$ cat src/rtl/i2c_target_regfile.sv
// i2c_target_regfile
// I2C target with a 16-byte register file shared between an external I2C
// controller and the CPU (FPro MMIO slot).
//
// Ports:
//   clk, reset          : system clock, synchronous active-high reset
//   scl_i, sda_i        : raw (asynchronous) I2C pad inputs
//   sda_oe              : 1 pulls SDA low, 0 releases it (open drain)
//   cs, read, write     : MMIO slot select and strobes (reads have no side effect)
//   addr, wr_data       : MMIO word address and write data
//   rd_data             : combinational MMIO read mux
//   dbg_state_o         : current FSM state, for observation only
//
// Register map: 0-15 reg[n] (low byte), 16 status
//   {ptr[7:4], 0, rd_evt, wr_evt, busy}; a write to 16 clears both events.
//
// SDA handshake: sda_oe only changes on the clk after a detected SCL falling
// edge (except release on STOP/reset). ACK slots are driven from the fall
// ending bit 8 to the fall ending bit 9; read data bits are driven after each
// fall and released after bit 0 so the controller can ACK/NACK.
module i2c_target_regfile #(
    parameter logic [6:0] DEV_ADDR = 7'h42
) (
    input  logic        clk,
    input  logic        reset,
    input  logic        scl_i,
    input  logic        sda_i,
    output logic        sda_oe,
    input  logic        cs,
    input  logic        read,
    input  logic        write,
    input  logic [4:0]  addr,
    input  logic [31:0] wr_data,
    output logic [31:0] rd_data,
    output logic [3:0]  dbg_state_o
);

    typedef enum logic [3:0] {
        IDLE      = 4'd0,
        ADDR      = 4'd1,
        ADDR_ACK  = 4'd2,
        PTR       = 4'd3,
        PTR_ACK   = 4'd4,
        WDATA     = 4'd5,
        WDATA_ACK = 4'd6,
        RDATA     = 4'd7,
        RDATA_ACK = 4'd8,
        WAIT_STOP = 4'd9
    } state_t;

    // [0],[1] synchronizer, [2] previous synchronized value for edge detect
    logic [2:0] scl_q, sda_q;
    logic       scl_s, sda_s, scl_rise, scl_fall, start_det, stop_det;

    state_t     state_q, state_d;
    logic [3:0] cnt_q, cnt_d;
    logic [7:0] sr_q, sr_d;
    logic [7:0] tx_q, tx_d;
    logic       ack_q, ack_d;
    logic [3:0] ptr_q, ptr_d;
    logic       sda_oe_q, sda_oe_d;
    logic       wr_evt_q, rd_evt_q;
    logic [7:0] regs_q [16];

    logic       i2c_we, rd_set;
    logic [7:0] rx_byte;
    logic [3:0] ptr_inc;
    logic       busy, mmio_we, status_clr;

    wire unused_ok = &{1'b0, read, wr_data[31:8]};

    always_ff @(posedge clk) begin
        if (reset) begin
            scl_q <= 3'b111;
            sda_q <= 3'b111;
        end else begin
            scl_q <= {scl_q[1:0], scl_i};
            sda_q <= {sda_q[1:0], sda_i};
        end
    end

    assign scl_s     = scl_q[1];
    assign sda_s     = sda_q[1];
    assign scl_rise  = scl_q[1] & ~scl_q[2];
    assign scl_fall  = ~scl_q[1] & scl_q[2];
    assign start_det = ~sda_q[1] & sda_q[2] & scl_s;
    assign stop_det  = sda_q[1] & ~sda_q[2] & scl_s;

    assign rx_byte = {sr_q[6:0], sda_s};
    assign ptr_inc = ptr_q + 4'd1;

    always_comb begin
        state_d  = state_q;
        cnt_d    = cnt_q;
        sr_d     = sr_q;
        tx_d     = tx_q;
        ack_d    = ack_q;
        ptr_d    = ptr_q;
        sda_oe_d = sda_oe_q;
        i2c_we   = 1'b0;
        rd_set   = 1'b0;
        if (stop_det) begin
            state_d  = IDLE;
            sda_oe_d = 1'b0;
        end else if (start_det) begin
            state_d  = ADDR;
            cnt_d    = 4'd0;
            sda_oe_d = 1'b0;
        end else begin
            case (state_q)
                ADDR, PTR, WDATA: begin
                    if (scl_rise) begin
                        sr_d  = rx_byte;
                        cnt_d = cnt_q + 4'd1;
                        if (cnt_q == 4'd7) begin
                            if (state_q == ADDR) begin
                                state_d = (sr_q[6:0] == DEV_ADDR) ? ADDR_ACK : WAIT_STOP;
                            end else if (state_q == PTR) begin
                                ptr_d   = rx_byte[3:0];
                                state_d = PTR_ACK;
                            end else begin
                                i2c_we  = 1'b1;
                                ptr_d   = ptr_inc;
                                state_d = WDATA_ACK;
                            end
                        end
                    end
                end
                // First fall drives the ACK, second fall releases it and
                // moves on; sda_oe_q itself tells the two apart.
                ADDR_ACK, PTR_ACK, WDATA_ACK: begin
                    if (scl_fall) begin
                        if (!sda_oe_q) begin
                            sda_oe_d = 1'b1;
                        end else begin
                            cnt_d = 4'd0;
                            if (state_q == ADDR_ACK && sr_q[0]) begin
                                tx_d     = regs_q[ptr_q];
                                sda_oe_d = ~regs_q[ptr_q][7];
                                state_d  = RDATA;
                            end else begin
                                sda_oe_d = 1'b0;
                                state_d  = (state_q == ADDR_ACK) ? PTR : WDATA;
                            end
                        end
                    end
                end
                RDATA: begin
                    if (scl_rise) begin
                        cnt_d = cnt_q + 4'd1;
                    end else if (scl_fall) begin
                        if (cnt_q == 4'd8) begin
                            sda_oe_d = 1'b0;
                            rd_set   = 1'b1;
                            state_d  = RDATA_ACK;
                        end else begin
                            sda_oe_d = ~tx_q[3'd7 - cnt_q[2:0]];
                        end
                    end
                end
                RDATA_ACK: begin
                    if (scl_rise) begin
                        ack_d = ~sda_s;
                    end else if (scl_fall) begin
                        if (ack_q) begin
                            ptr_d    = ptr_inc;
                            tx_d     = regs_q[ptr_inc];
                            sda_oe_d = ~regs_q[ptr_inc][7];
                            cnt_d    = 4'd0;
                            state_d  = RDATA;
                        end else begin
                            state_d = WAIT_STOP;
                        end
                    end
                end
                default: ;
            endcase
        end
    end

    always_ff @(posedge clk) begin
        if (reset) begin
            state_q  <= IDLE;
            cnt_q    <= 4'd0;
            sr_q     <= 8'd0;
            tx_q     <= 8'd0;
            ack_q    <= 1'b0;
            ptr_q    <= 4'd0;
            sda_oe_q <= 1'b0;
        end else begin
            state_q  <= state_d;
            cnt_q    <= cnt_d;
            sr_q     <= sr_d;
            tx_q     <= tx_d;
            ack_q    <= ack_d;
            ptr_q    <= ptr_d;
            sda_oe_q <= sda_oe_d;
        end
    end

    assign mmio_we    = cs & write & ~addr[4];
    assign status_clr = cs & write & (addr == 5'd16);

    // The I2C write is placed last so it wins a same-register collision.
    always_ff @(posedge clk) begin
        if (reset) begin
            for (int i = 0; i < 16; i++) regs_q[i] <= 8'd0;
            wr_evt_q <= 1'b0;
            rd_evt_q <= 1'b0;
        end else begin
            if (mmio_we) regs_q[addr[3:0]] <= wr_data[7:0];
            if (i2c_we)  regs_q[ptr_q]     <= rx_byte;
            if (status_clr) begin
                wr_evt_q <= 1'b0;
                rd_evt_q <= 1'b0;
            end
            if (i2c_we) wr_evt_q <= 1'b1;
            if (rd_set) rd_evt_q <= 1'b1;
        end
    end

    assign busy = (state_q != IDLE) && (state_q != ADDR) && (state_q != WAIT_STOP);

    always_comb begin
        rd_data = 32'd0;
        if (!addr[4]) begin
            rd_data = {24'd0, regs_q[addr[3:0]]};
        end else if (addr == 5'd16) begin
            rd_data = {24'd0, ptr_q, 1'b0, rd_evt_q, wr_evt_q, busy};
        end
    end

    assign sda_oe      = sda_oe_q;
    assign dbg_state_o = state_q;

endmodule

$ cat config.mk
export PLATFORM = sky130hd
export DESIGN_NAME = i2c_target_regfile
export DESIGN_NICKNAME = d
export VERILOG_FILES = /design/src/rtl/i2c_target_regfile.sv
export SDC_FILE = /design/constraint.sdc
export NUM_CORES = 1
export LEC_CHECK = 0
export CAP_MARGIN = 20
export CORE_MARGIN = 4
export CORE_UTILIZATION = 44
export CTS_BUF_LIST = sky130_fd_sc_hd__clkbuf_8 sky130_fd_sc_hd__clkbuf_16
export DETAILED_ROUTE_END_ITERATION = 16
export SKIP_LAST_GASP = 1
export SYNTH_ARGS = -nofsm -noshare
export SYNTH_HDL_FRONTEND = slang
export SYNTH_SLANG_ARGS = --single-unit
export TNS_END_PERCENT = 50
$ cat constraint.sdc
create_clock -name clk -period 7.69 [get_ports clk]
set_clock_uncertainty 0.05 [all_clocks]
set_input_delay 1.538 -clock clk [delete_from_list [all_inputs] [get_ports clk]]
set_output_delay 1.538 -clock clk [all_outputs]
set_load 0.02 [all_outputs]
* Word level (Yosys, flattened, before mapping)
Memories as Yosys holds them, arrays and structs flattened. A register that Yosys moved wholly into a read port is not among the register bits.
Cells that the tools add are included.
Widths: inputs -> output; s select.
** Storage, ports and cells
- Register bits after elaboration :: 37
- RAM bits :: 128
- Input bits :: 44
- Output and inout port bits :: 37
- Word-level logic and storage cells :: 186
- Memories :: 1
** Cells by class
- Add/subtract/negate cells :: 3
- Magnitude comparators :: 1
- Equal/unequal tests :: 37
- Mux-type cells :: 86
- Bitwise operators :: 19
- Reductions and logical operators :: 27
** Memories
- regs_q :: words 16, bits a word 8, read ports 3, clocked after memory_dff 1, write ports 16, RTL line 63 : logic [7:0] regs_q [16];
** Operators by type and width (number)
- $mux 4 :: 30
- $mux 8 :: 10
- $mux 1 :: 37
- $ne 3x3->1 const B :: 10
- $ne 2x2->1 const B :: 12
- $eq 4x3->1 const B :: 5
- $reduce_and 10->1 :: 2
- $reduce_and 9->1 :: 2
- $pmux 4 s4 :: 1
- $pmux 8 s2 :: 1
- $reduce_or 8->1 :: 2
- $pmux 4 s3 :: 1
- $reduce_bool 4->1 :: 3
- $not 1->1 :: 10
- $and 1x1->1 :: 9
- $reduce_or 3->1 :: 3
- $add 4x1->4 const B :: 2
- $eq 4x2->1 const B :: 2
- $eq 4x4->1 const B :: 2
- $pmux 4 s2 :: 1
- $reduce_and 4->1 :: 2
- $reduce_and 8->1 :: 1
- $reduce_bool 2->1 :: 4
- $eq 7x7->1 const B :: 1
- 17 further kinds :: 20

* Longest topological paths before layout
Gate-level depths: netlist of the first run.
- Depth in word-level cells :: 13
- Mapped depth :: 12
- Gate-level depth less buffers :: 7

* Worst setup path after synthesis of the first run
OpenSTA, ideal clock, no wires.
- Path kind :: in2out
- From :: input addr[0]
- To :: output rd_data[1]
- Arrival time :: 3.316 ns
- Data required time :: 6.102 ns
- Slack :: 2.786 ns
- Cell stages on the path :: 5
- Path buffers :: 2
- Path through :: buf_2 > buf_2 > mux4_2 > mux4_2 > a22o_1
** On the way
- Word-level cells in the longest chain between the ends :: 3
- Elaborated cells between the ends (all ways) :: 4
- Classes of those cells :: eq/ne: 1; mux: 2; memory: 1
** RTL lines
- start, declared :: RTL line 32 : input logic [4:0] addr,
- parallel branches: the longest is 2 deep, another holds $mem_v2 16x8
- $mux 8 (*) :: RTL line 226 : if (!addr[4]) begin
- end, declared :: RTL line 34 : output logic [31:0] rd_data,
Mark *: on every way between the ends.

* Worst setup path in the final report of the first run
- From :: input addr[4]
- To :: output rd_data[0]
** On the way
- Word-level cells in the longest chain between the ends :: 3
** RTL lines
- $eq 5x5->1 :: RTL line 228 : end else if (addr == 5'd16) begin
- $mux 8 :: RTL line 228
- $mux 8 (*) :: RTL line 226
Every way passes the cells marked *; elsewhere a longest branch is shown, timed or not.

==> results of run 1 <==
Yosys cell counts (7+ instances only):
cell type  number
nand2_1       145
edfxtp_1      128
o21ai_0       122
mux4_2        107
nand3_1        79
nor2_1         43
dfxtp_1        41
buf_2          38
buf_4          35
clkbuf_1       34
mux2i_1        27
inv_1          25
nor3_1         16
a22oi_1        15
nor2b_1        15
a21oi_1        14
buf_1          13
nor4_1         11
o31ai_1        11
a211oi_1       10
o21ai_2         9
nand2_2         8
or3_1           8
and3_1          7
logic make-up after synthesis:
kind of cell	Yosys count
XOR/XNOR	6
other	1
adder cells (fa/ha/maj)	7
flip-flops	169
multiplexers	136
buffers and inverters	153
AO/OA/AOI/OAI	205
AND/OR/NAND/NOR	382
per-layer routing:
layer / vias to the layer above / routed length, um / track usage [%]
met4: 2 / 1185 / 7.951
li1: 3920 / - / -
met2: 653 / 17340 / 40.49
met1: 4461 / 14880 / 36.06
met5: - / 13 / 0
met3: 72 / 4879 / 8.223
flip-flops by register name (all words and copies together), names as in the netlist, named ones only:
register	flops
regs_q	128
dbg_state_o	4
cnt_q	4
sda_q	3
sr_q	7
wr_evt_q	1
rd_evt_q	1
scl_q	3
tx_q	8
ptr_q	4
ack_q	1
sda_oe	1
layout make-up:
cell class                 instances  area [um2]
tap                              335       419.2
timing repair buffer              57       500.5
multi-input combinational        760        6182
sequential                       169        4667
inverter                          26       97.59
fill                            2390       13510
clock buffer                      17       425.4
clock inverter                    15       181.4
worst max-delay path by stage:
stage	from	end	slack (ns)	depth (start not counted)
after global placement	addr[0]	rd_data[2]	1.69	6
after floorplan	addr[0]	rd_data[1]	2.79	5
final	addr[4]	rd_data[0]	1.62	6
after detailed placement	addr[0]	rd_data[2]	1.66	6
after global routing	addr[0]	rd_data[3]	1.55	6
after CTS	addr[0]	rd_data[2]	1.66	6
report_power, final:
part / internal [mW] / switching [mW]
Clock: 0.467 / 0.434
Sequential: 1.02 / 0.0580
Combinational: 0.117 / 0.147
Total: 1.61 / 0.639
metrics by stage:
step / worst slack [ns] / utilization (%)
6_report: 1.620 / 48.00
5_1_grt: 1.549 / 48.00
4_1_cts: 1.660 / 47.91
3_5_place_dp: 1.661 / 45.57
3_3_place_gp: 1.695 / 45.57
2_1_floorplan: 2.786 / -
==> impl_results.md, run 1 <==
- Status: completed
- Crit-path most repeated cell: clkdlybuf4s50_1
- Crit share post-route: 78.94%
- Placeable Area: 0.02598 mm2
- Crit path max fanout: 9
- CP startpoint kind: primary input
- Root Driver: clkbuf_16
- CTS tree: yes
- Number of max-slew violations in the final report: 0
- Path type of the worst setup path: primary input to primary output
- Chip width: 170.2 um
- Postcts setup bufs: 0
- RSZ-0062 raised after global routing: false
- Post-synth EDFFs: 128
- Leading cell type in the layout, fill and taps excluded: nand2_1
- Reg2reg path depth: 5
- CP arrival: 4.48 ns
- Post-Route WL: 38,310 um
- # DRC: 0
- Post-synthesis compound-gate area fraction: 10.70%
- Die Area: 0.02895 mm2
- Site row count: 59
- Synth warn: 0
- Fmax: 0.1647 GHz
- TNS Setup: 0 ns
- GRT overflow: 0
- First-pass GRT wire length: 55,790 um
- Cts hold-fix bufs: 0
- Post-synth top flop: edfxtp_1
- Largest net degree at the start of global routing: 46
- CP Capture Type: primary output
- CP Cell Sequence: clkdlybuf4s50_1 -> clkinv_1 -> nor4b_2 -> o21ai_0 -> nand2_1 -> clkdlybuf4s50_1
- Final hold vios: 0
- CP Buf/Inv Count: 3
- Largest area contributor in the netlist: edfxtp_1
- Avg Cell Area, Syn: 10.92 um2
- IO buf count: 31
- Slowest CP cell: nor4b_2
- Gr usage total: 26.32%
- Syn Inst Count: 1,059
- Final setup viols: 0
- Post-CTS sizing: 0
- Number of global-route vias before repair: 8,238
- Worst-Skew Late Latency: 0.45 ns
- DRT Pass-1 Iters: 6
- FF-to-FF Start: sda_q[1]$_SDFF_PP1_
- Largest stage delay on the critical path: 1.08 ns
- Synth top area share: 33.23%
- Main combinational cell family by area after synthesis: multiplexers
- Seq cells post-synth: 169
- Cells after DPL: 1,345
- Total Power: 2.245 mW
- Post-synthesis simple-gate area fraction: 17.33%
- WHS: 0.3603 ns
- Clk buf depth: 2
- First DRT Iteration DRCs: 1,195
- Via Count: 9,108
- WHS Endpoint: sda_q[1]$_SDFF_PP1_
- Mapped Area: 0.01157 mm2
- Syn-to-layout area delta: 7.819%
- Non-Filler Instances: 1,379
- Delay-heaviest family, CP: buffers and inverters
- Clock sink total: 169
- Post-synthesis adder-cell area fraction: 0.7355%
- Peak VDD IR: 154.0 uV
- Die height: 170.2 um
- Cell area after layout: 0.01247 mm2
- Fraction of registers with async set or reset after synthesis: 0%
- Leakage: 3.920 nW
- Average wire per cell in the routed design: 27.78 um
- Hold Path Depth: 1
- Initial antenna violation count: 1
- Most frequent cells in the layout: nand2_1, edfxtp_1, o21ai_0
- Yosys cell types: 73
- Starting Density: 44.52%
- Min-Delay Path Class: flop to flop
- Tmin final: 6.070 ns
- N_diodes: 0
- Max_slew headroom: 21.27%
- ANT nets after route: 0
- Post-Synth XOR/XNOR Area: 0.5191%
- FF-to-FF setup slack: 3.66 ns
- Clock slew at reported path FFs: 0.07 ns
- Power Density: 180.0 mW/mm2
- Share of layout cells above drive strength 1: 20.79%
- Worst slew pin tran: 1.178 ns
- # Max-Cap Violations: 0
- Num ports: 81
- Multiplexer area fraction after synthesis: 23.36%
- Routability Congestion: 0.9633
- Seq/Total Area, Yosys: 40.32%
- Worst hold start: sda_q[0]$_SDFF_PP1_
- CTS buffer count: 17
- R2r endpoint: regs_q[15][1]$_DFFE_PP_
- Nets: 1,081
- Vias per inst: 6.605
- Top cells by area, synth: edfxtp_1, mux4_2, dfxtp_1
- CP required: 6.10 ns
- Dpl hpwl: 26,730 um
- CTS H-tree lvls: 4
- Dpl cell area: 0.01184 mm2
No activity file was read; power rests on OpenSTA's default activity.
==> run 2, diff against run 1 <==
==> constraint.sdc (replaced) <==
create_clock -name clk -period 5.95 [get_ports clk]
set_clock_uncertainty 0.05 [all_clocks]
set_input_delay 1.19 -clock clk [delete_from_list [all_inputs] [get_ports clk]]
set_output_delay 1.19 -clock clk [all_outputs]
set_load 0.02 [all_outputs]
==> run 2 against run 1 <==
Register-to-register slack worse by 1.3 ns. Total power is 28% higher. Clock-buffer cell count stayed put. Critical endpoint is now rd_data[5].
==> impl_results.md, run 2 (same netlist as run 1, synthesis figures left out) <==
- Nets: 1,084 (+0.28%)
- Postcts setup bufs: 0 (unchanged)
- Syn-to-layout area delta: 7.917% (about the same)
- FF-to-FF setup slack: 2.39 ns (-1.27 ns)
- Path type of the worst setup path: primary input to primary output
- Chip width: 170.2 um (unchanged)
- TNS Setup: 0 ns (unchanged)
- Final WS setup: 0.9383 ns (-0.6812 ns)
- Dpl hpwl: 27,060 um (+1.2%)
- Worst slack, placed: 0.9228 ns (-0.7385 ns)
- Met3 WL: 5330 um (+9.2%)
- Power Density: 230.8 mW/mm2 (+28%)
- Leakage: 3.936 nW (+0.40%)
- Root Driver: clkbuf_16
- Reg area: 0.004667 mm2 (unchanged)
- Starting Density: 44.52% (unchanged)
- CTS buffer count: 17 (unchanged)
- CTS tree: yes
- Met2 WL: 17,120 um (-1.3%)
- Leading cell type in the layout, fill and taps excluded: nand2_1
- Uppermost layer routed: met4
- Worst slew pin tran: 1.069 ns (-0.1087 ns)
- GRT overflow: 0 (unchanged)
- Num ports: 81 (unchanged)
- CP startpoint kind: primary input
- Share of layout cells above drive strength 1: 20.82% (+0.036 points)
- Vias per inst: 6.650 (+0.69%)
- First DRT Iteration DRCs: 1,168 (-2.3%)
- Clock slew at reported path FFs: 0.07 ns (about the same)
- CTS H-tree lvls: 4 (unchanged)
- Post-Route WL: 38,150 um (-0.42%)
- Post-CTS sizing: 0 (unchanged)
- CP required: 4.71 ns (-1.39 ns)
- ANT nets after route: 0 (unchanged)
- Min-Delay Path Class: flop to flop
- Initial antenna violation count: 0 (-1)
- Largest net degree at the start of global routing: 38 (-17%)
- Cts hold-fix bufs: 0 (unchanged)
- Crit share post-route: 84.23%
- CP Capture Type: primary output
- Status: completed
- Hold Path Depth: 1 (unchanged)
- Placeable Area: 0.02598 mm2 (unchanged)
- Site row count: 59 (unchanged)
- Die height: 170.2 um (unchanged)
- Tmin final: 5.012 ns
- Fmax: 0.1995 GHz
- Largest regs: regs_q: 128 flops, tx_q: 8 flops, sr_q: 7 flops
- Number of global-route vias before repair: 8,537 (+3.6%)
- Average wire per cell in the routed design: 27.58 um (-0.71%)
- Filler instances: 2,374 (-0.67%)
- Number of max-slew violations in the final report: 0 (unchanged)
- Crit path max fanout: 18 (+9)
- Worst-Skew Late Latency: 0.45 ns (about the same)
- Max reg flops: 128 (unchanged)
- Clock sink total: 169 (unchanged)
- IO buf count: 31 (unchanged)
- First-pass GRT wire length: 56,340 um (+0.98%)
- Wire length on met1: 14,180 um (-4.7%)
- Final hold vios: 0 (unchanged)
- RSZ-0062 raised after global routing: false
- Multi-input gate area in the final layout: 0.006182 mm2 (unchanged)
- # DRC: 0 (unchanged)
- Max_slew headroom: 27.74% (+6.5 points)
- Final setup viols: 0 (unchanged)
- Die Area: 0.02895 mm2 (unchanged)
- WHS Endpoint: scl_q[1]$_SDFF_PP1_
- R2r endpoint: regs_q[2][0]$_DFFE_PP_
- Clk buf depth: 2 (unchanged)
- FF-to-FF Start: sda_q[1]$_SDFF_PP1_
- Reg2reg path depth: 5 (unchanged)
- Routability Congestion: 0.9875 (+2.5%)
- Via Count: 9,197 (+0.98%)
- Worst hold start: scl_q[0]$_SDFF_PP1_
- DRT Pass-1 Iters: 6 (unchanged)
- Top reg by flops: regs_q
- Total Power: 2.882 mW (+28%)
- # Max-Cap Violations: 0 (unchanged)
- Peak VDD IR: 173.3 uV (+13%)
- CP arrival: 3.77 ns (-0.71 ns)
- Most frequent cells in the layout: nand2_1, edfxtp_1, o21ai_0
- Gr usage total: 26.62% (+0.31 points)
run 2: final cells by class:
type                    count  share of cell area (%)
clock inverters            15                   1.323
flip-flops and latches    169                   37.38
inverters                  26                  0.7817
clock buffers              17                   3.407
well taps                 335                   3.357
multi-input cells         760                   49.52
diodes                      1                 0.02004
repair buffers             60                   4.209
run 2: worst max-delay path by stage:
stage | start | endpoint | slack [ns] | depth (start not counted)
global placement | addr[0] | rd_data[5] | 0.94 | 6
global route | addr[0] | rd_data[5] | 0.82 | 6
finish | addr[0] | rd_data[5] | 0.94 | 6
detailed placement | addr[0] | rd_data[5] | 0.92 | 6
CTS | addr[0] | rd_data[5] | 0.92 | 6
floorplan | addr[0] | rd_data[1] | 1.74 | 5
run 2: per-layer routing:
metal	GRT usage [%]	vias up
li1	-	3921
met3	8.223	100
met1	36.29	4508
met5	0	-
met2	40.47	668
met4	9.549	0
run 2: metrics by stage:
stage | hold slack (ns) | instance area [um2] | util [%] | std cells
after floorplan | 0.3395 | 11650 | - | 1082
after CTS | 0.3581 | 12480 | 48.04 | 1382
after global placement | 0.3415 | 11890 | 45.76 | 1350
final | 0.3582 | 12480 | 48.05 | 1383
after detailed placement | 0.3450 | 11890 | 45.76 | 1350
after global routing | 0.3739 | 12480 | 48.04 | 1382
run 2: critical path, cell delays in order:
cell	delay, ns
buf_2	0.47
buf_4	0.28
mux4_2	0.57
mux4_2	0.47
a22o_1	0.22
clkdlybuf4s50_1	0.56
run 2: power by group:
| group | leakage [nW] | switching, mW | internal [mW] |
|---|---|---|---|
| combinational | 2.09 | 0.189 | 0.153 |
| sequential | 1.55 | 0.0781 | 1.32 |
| clock | 0.297 | 0.544 | 0.597 |
| total | 3.94 | 0.811 | 2.07 |
